**src/rtl/pwm_deadtime_gen.sv**
```systemverilog
// Complementary PWM generator with dead-time insertion, duty clamping and fault latch.
// Optional mid on-time ADC strobe is built only when PWM_ADC_TRIG_EN is defined.
module pwm_deadtime_gen #(
   parameter int DEADTIME = 4,
   parameter int DUTY_MIN = 8,
   parameter int DUTY_MAX = 247
) (
   input  logic       clk,
   input  logic       rst,
   input  logic       enable,
   input  logic [7:0] duty_in,
   input  logic       duty_valid,
   input  logic       fault,
   input  logic       fault_clr,
   output logic       gate_hi,
   output logic       gate_lo,
   output logic       period_start,
   output logic       adc_trig,
   output logic [7:0] duty_act,
   output logic       fault_latched
);

   localparam logic [2:0] ST_IDLE  = 3'd0;
   localparam logic [2:0] ST_DT_LH = 3'd1;
   localparam logic [2:0] ST_HI_ON = 3'd2;
   localparam logic [2:0] ST_DT_HL = 3'd3;
   localparam logic [2:0] ST_LO_ON = 3'd4;
   localparam logic [2:0] ST_FAULT = 3'd5;

   localparam int DT_W = (DEADTIME < 2) ? 1 : $clog2(DEADTIME);
   localparam logic [DT_W-1:0] DT_LAST = DT_W'(DEADTIME - 1);
   localparam logic [7:0] DUTY_MIN_B = 8'(DUTY_MIN);
   localparam logic [7:0] DUTY_MAX_B = 8'(DUTY_MAX);

   generate
      if (DEADTIME < 1 || DUTY_MIN <= DEADTIME || (255 - DUTY_MAX) < DEADTIME ||
          DUTY_MIN > DUTY_MAX || DUTY_MAX > 255) begin : g_param_check
         $error("pwm_deadtime_gen: illegal DEADTIME/DUTY_MIN/DUTY_MAX combination");
      end
   endgenerate

   logic [2:0]      state_reg, state_next;
   logic [7:0]      cnt_reg, cnt_next;
   logic [DT_W-1:0] dt_reg, dt_next;
   logic [7:0]      pend_reg, pend_next;
   logic [7:0]      duty_reg, duty_next;
   logic            gate_hi_reg, gate_lo_reg, period_start_reg, fault_latched_reg;
   logic            hi_phase, run_next;

   function automatic logic [7:0] clamp_duty(input logic [7:0] d);
      if (d < DUTY_MIN_B)      return DUTY_MIN_B;
      else if (d > DUTY_MAX_B) return DUTY_MAX_B;
      else                     return d;
   endfunction

   assign hi_phase = (cnt_reg < duty_reg);

   always_comb begin
      state_next = state_reg;
      cnt_next   = cnt_reg;
      dt_next    = dt_reg;
      duty_next  = duty_reg;
      pend_next  = duty_valid ? duty_in : pend_reg;
      if (fault) begin
         state_next = ST_FAULT;
         cnt_next   = 8'd0;
         dt_next    = '0;
      end else begin
         case (state_reg)
            ST_IDLE: begin
               cnt_next = 8'd0;
               if (enable) begin
                  state_next = ST_DT_LH;
                  dt_next    = '0;
                  duty_next  = clamp_duty(pend_reg);
               end
            end
            ST_FAULT: begin
               cnt_next = 8'd0;
               if (fault_clr) state_next = ST_IDLE;
            end
            default: begin
               if (!enable) begin
                  state_next = ST_IDLE;
                  cnt_next   = 8'd0;
                  dt_next    = '0;
               end else begin
                  cnt_next = cnt_reg + 8'd1;
                  // Duty only changes across the period boundary.
                  if (cnt_reg == 8'd255) duty_next = clamp_duty(pend_reg);
                  case (state_reg)
                     ST_DT_LH: begin
                        if (dt_reg == DT_LAST) begin
                           state_next = ST_HI_ON;
                           dt_next    = '0;
                        end else begin
                           dt_next = dt_reg + 1'b1;
                        end
                     end
                     ST_HI_ON: begin
                        if (!hi_phase) begin
                           state_next = ST_DT_HL;
                           dt_next    = '0;
                        end
                     end
                     ST_DT_HL: begin
                        if (dt_reg == DT_LAST) begin
                           state_next = ST_LO_ON;
                           dt_next    = '0;
                        end else begin
                           dt_next = dt_reg + 1'b1;
                        end
                     end
                     ST_LO_ON: begin
                        if (hi_phase) begin
                           state_next = ST_DT_LH;
                           dt_next    = '0;
                        end
                     end
                     default: begin
                        state_next = ST_IDLE;
                        cnt_next   = 8'd0;
                        dt_next    = '0;
                     end
                  endcase
               end
            end
         endcase
      end
   end

   assign run_next = (state_next == ST_DT_LH) || (state_next == ST_HI_ON) ||
                     (state_next == ST_DT_HL) || (state_next == ST_LO_ON);

   always_ff @(posedge clk) begin
      if (rst) begin
         state_reg         <= ST_IDLE;
         cnt_reg           <= 8'd0;
         dt_reg            <= '0;
         pend_reg          <= 8'd128;
         duty_reg          <= 8'd128;
         gate_hi_reg       <= 1'b0;
         gate_lo_reg       <= 1'b0;
         period_start_reg  <= 1'b0;
         fault_latched_reg <= 1'b0;
      end else begin
         state_reg         <= state_next;
         cnt_reg           <= cnt_next;
         dt_reg            <= dt_next;
         pend_reg          <= pend_next;
         duty_reg          <= duty_next;
         // Gates decode the next state, so they can never overlap.
         gate_hi_reg       <= (state_next == ST_HI_ON);
         gate_lo_reg       <= (state_next == ST_LO_ON);
         period_start_reg  <= run_next && (cnt_next == 8'd0);
         fault_latched_reg <= (state_next == ST_FAULT);
      end
   end

`ifdef PWM_ADC_TRIG_EN
   logic adc_trig_reg;

   always_ff @(posedge clk) begin
      if (rst) begin
         adc_trig_reg <= 1'b0;
      end else begin
         adc_trig_reg <= ((state_next == ST_HI_ON) || (state_next == ST_DT_LH)) &&
                         (cnt_next == (duty_next >> 1));
      end
   end

   assign adc_trig = adc_trig_reg;
`else
   assign adc_trig = 1'b0;
`endif

   assign gate_hi       = gate_hi_reg;
   assign gate_lo       = gate_lo_reg;
   assign period_start  = period_start_reg;
   assign duty_act      = duty_reg;
   assign fault_latched = fault_latched_reg;

endmodule

```
**config.mk**
```make
export PLATFORM = sky130hd
export DESIGN_NAME = pwm_deadtime_gen
export DESIGN_NICKNAME = d
export VERILOG_FILES = /design/src/rtl/pwm_deadtime_gen.sv
export SDC_FILE = /design/constraint.sdc
export NUM_CORES = 1
export LEC_CHECK = 0
export CAP_MARGIN = 20
export CELL_PAD_IN_SITES_DETAIL_PLACEMENT = 1
export CELL_PAD_IN_SITES_GLOBAL_PLACEMENT = 1
export CORE_MARGIN = 10
export CORE_UTILIZATION = 38
export CTS_BUF_LIST = sky130_fd_sc_hd__clkbuf_4 sky130_fd_sc_hd__clkbuf_8
export DETAILED_ROUTE_END_ITERATION = 10
export GPL_ROUTABILITY_DRIVEN = 0
export PLACE_DENSITY = 0.85
export REMOVE_ABC_BUFFERS = 1
export SYNTH_ARGS = -nofsm -noshare
export SYNTH_HDL_FRONTEND = slang
export SYNTH_SLANG_ARGS = --single-unit
```
**constraint.sdc**
```tcl
create_clock -name clk -period 2.4 [get_ports clk]
set_input_delay 0.6 -clock clk [delete_from_list [all_inputs] [get_ports clk]]
set_output_delay 0.6 -clock clk [all_outputs]
set_load 0.1 [all_outputs]
```
==> out/results.ini, run 1 <==
[clocking]
cts_sinks=33
cts_hold_buf=0
cts.repair.resized=0
clk_latency_ns=0.29
clk_pin_slew_ns=0.07
cts_root_buf=clkbuf_8
cts_setup_buffers=0
cts.htree.levels=2
numCtsBuffers=5
cts_tree=done
clock_path_buffers=2

[logic_synthesis]
synth_most_common_cell=nor2_1
synth_xor_area_share_pct=4.53
seq_area_frac_synth_pct=37.9
synth_cell_types=43
synth_top_family_by_area=simple AND/OR/NAND/NOR gates
synth_common_cells=36 x nor2_1, 33 x dfxtp_1, 13 x inv_1, 11 x nand2_1, 10 x mux2i_1
yosysWarnings=0
synth_top_area_share_pct=37.9
yosys.area.top_type=dfxtp_1
synth_edf_count=0
synth_area_per_cell_um2=8.62
ys_ff_latch=33
synth_area_leaders=dfxtp_1 38%, nor2_1 7.8%, ha_1 6.5%, mux2i_1 5.7%, xnor2_1 3.5%
synthMuxAreaShare_pct=6.61
synth_simple_gate_area_share_pct=22.1
synth_area_um2=1740
synth_compound_area_share_pct=16.8
synth_fa_ha_area_share_pct=6.47
postSynth.topFlopCell=dfxtp_1
synthesis.instances=202
async_flop_share_pct=0

[die]
core-area_um2=4380
num_rows=24
die_h_um=87.7
ios=27
die_width_um=87.7
floorplan.initialDensity_pct=39.7
die_area_um2=7690

[grt]
antenna_found_initial=0
grt_max_degree=14
grt_overflow_total=0
grt_pass1_wl_um=8020
grt_pass1_vias=1648
grtUsageTotal_pct=13.0

[detailed_routing]
drtIter0Drc=78
vias=1567
ant_nets=0
drcViolationCount=0
via_per_inst=5.52
wl_per_cell_um=16.8
dr.pass1.iters=4
wirelength_um=4760

[cells_and_area]
drive_gt1_share_pct=14.7
diodes=0
nFillCells=530
post-route-util_pct=48.2
synthToLayoutAreaGrowth_pct=21.3
final_nets=254

[timing]
finalSetupViolCount=0
layout_min_cycle_time_ns=2.14
skew_ns=0.00510
setup_tns_ns=0
drv_slew=0
tightest_slew_ns=0.561
max_freq_mhz=466
max_slew_margin_pct=61.6
finalHoldViolCount=0
period_share_pct=89.4
grt_setup_unrepaired=no

[power_and_ir_drop]
peakVddDrop_mv=0.280
p_comb_share_pct=15.6
clockPowerShare_pct=35.3
p_sw_share_pct=29.1
power_leakage_nw=0.843
seq_power_share_pct=49.0
internal_power_uw=847
p_sw_uw=348
powerDensity_nw_per_um2=565
report.power.total_mw=1.19

[worst_setup_path]
worst_ep_arrival_time_ns=2.33
start_kind=flop
required_ns=2.59
critical_path_class=flop to flop
critPathCaptureType=flop
worst-path-max-fanout=4

[job]
max_cap_viol_count=0

[min_path]
hp-class=flop to flop

[placed_design]
hpwl_um=3710
io_buffers=25

[run_status]
status=finished, final reports clean

==> worst paths after layout <==
check         startpoint  slack (ns)       endpoint  cells after the start
max          duty_act[5]        0.26  fault_latched                      6
max reg2reg  duty_act[5]        0.26  fault_latched                      6
min reg2reg  duty_act[3]        0.48    duty_act[3]                      2
min          duty_act[3]        0.48    duty_act[3]                      2
==> logic make-up (layout without fill, tap and decap cells) <==
group,count (synthesis),in the layout
AO/OA/AOI/OAI,36,36
XOR/XNOR,9,9
other,1,1
adder cells (fa/ha/maj),9,9
buffers and inverters,22,52
AND/OR/NAND/NOR,81,81
flip-flops,33,33
multiplexers,11,11
==> cell usage in the layout, fill, tap and decap left out, drive strengths merged, types with 4 or more instances in the layout <==
| master | synthesis | routed |
|---|---|---|
| dfxtp | 33 | 33 |
| a31oi | 5 | 5 |
| nor2 | 36 | 36 |
| o21ai | 7 | 7 |
| ha | 9 | 9 |
| clkbuf | 4 | 6 |
| nor4 | 4 | 4 |
| a31o | 4 | 4 |
| mux2i | 10 | 10 |
| inv | 13 | 13 |
| clkdlybuf4s50 | 0 | 13 |
| nand3 | 8 | 8 |
| nand2 | 11 | 11 |
| nor2b | 4 | 4 |
| xnor2 | 7 | 7 |
| buf | 5 | 18 |
| nor3 | 7 | 7 |
==> stage by stage <==
step	hold WS, ns	cells	setup WS, ns	area (um2)
2_1_floorplan	0.437	193	-0.187	1700
3_3_place_gp	0.462	276	0.180	2030
3_5_place_dp	0.473	276	0.0602	2030
4_1_cts	0.482	284	0.262	2110
5_1_grt	0.504	284	0.110	2110
6_report	0.475	284	0.255	2110
==> critical path, stage by stage (launching register included) <==
cell and delay [ns]:
dfxtp_1 0.36, inv_1 0.06, ha_1 0.31, a211oi_1 0.39
o221a_4 0.30, mux2_4 0.32, a311oi_1 0.29
==> per-layer routing <==
| layer | up-vias | GRT usage (%) | part of all wire, % |
|---|---|---|---|
| met5 | - | 0 | 0 |
| li1 | 767 | - | - |
| met4 | 0 | 5.07 | 2.1 |
| met3 | 12 | 5.01 | 4.2 |
| met2 | 30 | 22.5 | 51 |
| met1 | 758 | 14.0 | 43 |
==> cell type report <==
type,instances,area (um2),share of cell area [%]
inverters,13,48.8,2.31
multi-input cells,147,987,46.7
well taps,52,65.1,3.08
repair buffers,31,265,12.6
flip-flops and latches,33,661,31.3
clock buffers,6,76.3,3.61
clock inverters,2,10.0,0.474
==> power by group through the flow <==
| stage | clock (mW) | combinational [mW] | sequential [mW] |
|---|---|---|---|
| floorplan | 0 | 0.0745 | 0.637 |
| global placement | 0 | 0.180 | 0.597 |
| detailed placement | 0 | 0.187 | 0.598 |
| CTS | 0.433 | 0.188 | 0.586 |
| global route | 0.459 | 0.201 | 0.588 |
| finish | 0.422 | 0.187 | 0.586 |
No activity file was read; power rests on OpenSTA's default activity.
==> run 2: changes to the inputs <==
Settings changed: CORE_UTILIZATION 38 to 41, CTS_CLUSTER_SIZE from default to 40, PLACE_DENSITY 0.85 to 0.9.
==> run 2 against run 1 <==
Compared with the run above:
- sequential share of layout area decreased by 0.42 points
- clock power increased by 28%
- clock skew increased by 0.0028 ns
- routed wire length decreased by 4.2%
- register-to-register slack improved by 0.02 ns
- via count decreased by 0.83%
- first-iteration DRC count decreased by 32%
- final area increased by 1.4%
- hold slack improved by 0.0074 ns
- critical endpoint unchanged
- largest power group unchanged
==> out/results.ini, run 2 (synthesis gave the netlist of run 1 again) <==
[run_status]
status=finished, final reports clean

[detailed_routing]
dr.pass1.iters=4  ; unchanged
ant_nets=0  ; unchanged
drtIter0Drc=53  ; -32%
wirelength_um=4560  ; -4.2%
via_per_inst=5.55  ; +0.59%
vias=1554  ; -0.83%
wl_per_cell_um=16.3  ; -2.8%
drcViolationCount=0  ; unchanged

[cells_and_area]
final_common_cell=nor2_1
drive_gt1_share_pct=13.9  ; -0.74 points
multi_input_area_um2=987  ; unchanged
final_nets=252  ; -0.79%
design_area_um2=2140  ; +1.4%
synthToLayoutAreaGrowth_pct=23.0
final_cell_mix=36 x nor2_1, 33 x dfxtp_1, 15 x buf_4
nFillCells=474  ; -11%
seq_area_um2=661  ; unchanged
diodes=0  ; unchanged

[grt]
grt_pass1_wl_um=8090  ; +0.86%
grt_pass1_vias=1711  ; +3.8%
antenna_found_initial=0  ; unchanged
grt_max_degree=22  ; +8
grtUsageTotal_pct=13.4  ; +0.34 points
grt_overflow_total=0  ; unchanged

[timing]
drv_slew=0  ; unchanged
finalHoldViolCount=0  ; unchanged
layout_min_cycle_time_ns=2.12  ; -0.0246 ns
max_slew_margin_pct=66.5  ; +4.9 points
tightest_slew_ns=0.490  ; -0.0713 ns
skew_ns=0.00788  ; +0.00278 ns
setup_tns_ns=0  ; unchanged
grt_setup_unrepaired=no
max_freq_mhz=472  ; +1.2%
period_share_pct=88.3  ; -1.0 points
finalSetupViolCount=0  ; unchanged
worst_slack_ns=0.280  ; +0.0246 ns

[power_and_ir_drop]
p_comb_share_pct=14.2  ; -1.4 points
seq_power_share_pct=44.6  ; -4.4 points
power_leakage_nw=0.847  ; +0.48%
internal_power_uw=972  ; +15%
powerDensity_nw_per_um2=612  ; +8.3%
peakVddDrop_mv=0.380  ; +36%
p_sw_uw=339  ; -2.5%
clockPowerShare_pct=41.2  ; +5.9 points
p_sw_share_pct=25.9  ; -3.3 points

[clocking]
cts_setup_buffers=0  ; unchanged
clk_latency_ns=0.29  ; about the same
cts_sinks=33  ; unchanged
clock_path_buffers=2  ; unchanged
cts_tree=done
cts_root_buf=clkbuf_8
cts.repair.resized=0  ; unchanged
cts_hold_buf=0  ; unchanged
cts.htree.levels=2  ; unchanged
clk_pin_slew_ns=0.07  ; about the same
numCtsBuffers=5  ; unchanged

[min_path]
hold_depth=1  ; -1
hp-class=flop to flop

[worst_setup_path]
required_ns=2.59  ; about the same
worst-path-max-fanout=4  ; unchanged
critPathCaptureType=flop
r2r_cells=6  ; unchanged
start_kind=flop
worst_ep_arrival_time_ns=2.31  ; -0.02 ns
critical_path_class=flop to flop

[die]
num_rows=23  ; -4.2%
core-area_um2=4060  ; -7.4%
die_area_um2=7250  ; -5.7%
ios=27  ; unchanged
die_h_um=85.2  ; -2.9%
floorplan.initialDensity_pct=42.9  ; +3.2 points
die_width_um=85.2  ; -2.9%

[placed_design]
hpwl_um=3570  ; -3.8%
placedInstanceArea_um2=2020  ; -0.25%
place_ws_ns=0.147  ; +0.0872 ns
io_buffers=25  ; unchanged

[job]
max_cap_viol_count=0  ; unchanged

[run 2: critical path: stages (launching register included)]
cell and delay (ns):
dfxtp_1 0.36, inv_1 0.06, ha_1 0.30, a211oi_1 0.40
o221a_4 0.30, mux2_4 0.32, a311oi_1 0.28
[run 2: cell type report]
type,instances,share of cell area [%]
inverters,13,2.28
multi-input cells,147,46.1
repair buffers,29,12.3
clock inverters,2,1.75
clock buffers,6,3.86
well taps,50,2.92
flip-flops and latches,33,30.8
[run 2: stage by stage]
| stage | util, % | power (mW) | cells | hold WS [ns] |
|---|---|---|---|---|
| after floorplan | - | 0.711 | 193 | 0.437 |
| after global placement | 49.8 | 0.777 | 272 | 0.461 |
| after detailed placement | 49.8 | 0.783 | 272 | 0.484 |
| after CTS | 52.8 | 1.33 | 280 | 0.491 |
| after global routing | 52.8 | 1.36 | 280 | 0.515 |
| final | 52.8 | 1.31 | 280 | 0.483 |
[run 2: power by group through the flow]
stage / combinational [mW] / sequential, mW / clock (mW)
final: 0.187 / 0.585 / 0.540
after global routing: 0.202 / 0.588 / 0.571
after CTS: 0.188 / 0.585 / 0.555
after detailed placement: 0.185 / 0.597 / 0
after global placement: 0.180 / 0.597 / 0
after floorplan: 0.0745 / 0.637 / 0
[run 2: routing by layer]
layer	routed length, um	vias up	track usage (%)	share of wire (%)
met5	0	-	0	0
met4	115	0	5.84	2.5
met1	1900	751	14.8	42
li1	-	763	-	-
met3	190	11	3.25	4.2
met2	2350	29	23.6	52
[run 2: worst paths after layout]
check,startpoint,end,slack [ns]
worst min register to register,dt_reg[0],dt_reg[0],0.48
worst min-delay path,dt_reg[0],dt_reg[0],0.48
worst max-delay path,duty_act[5],fault_latched,0.28
worst max register to register,duty_act[5],fault_latched,0.28
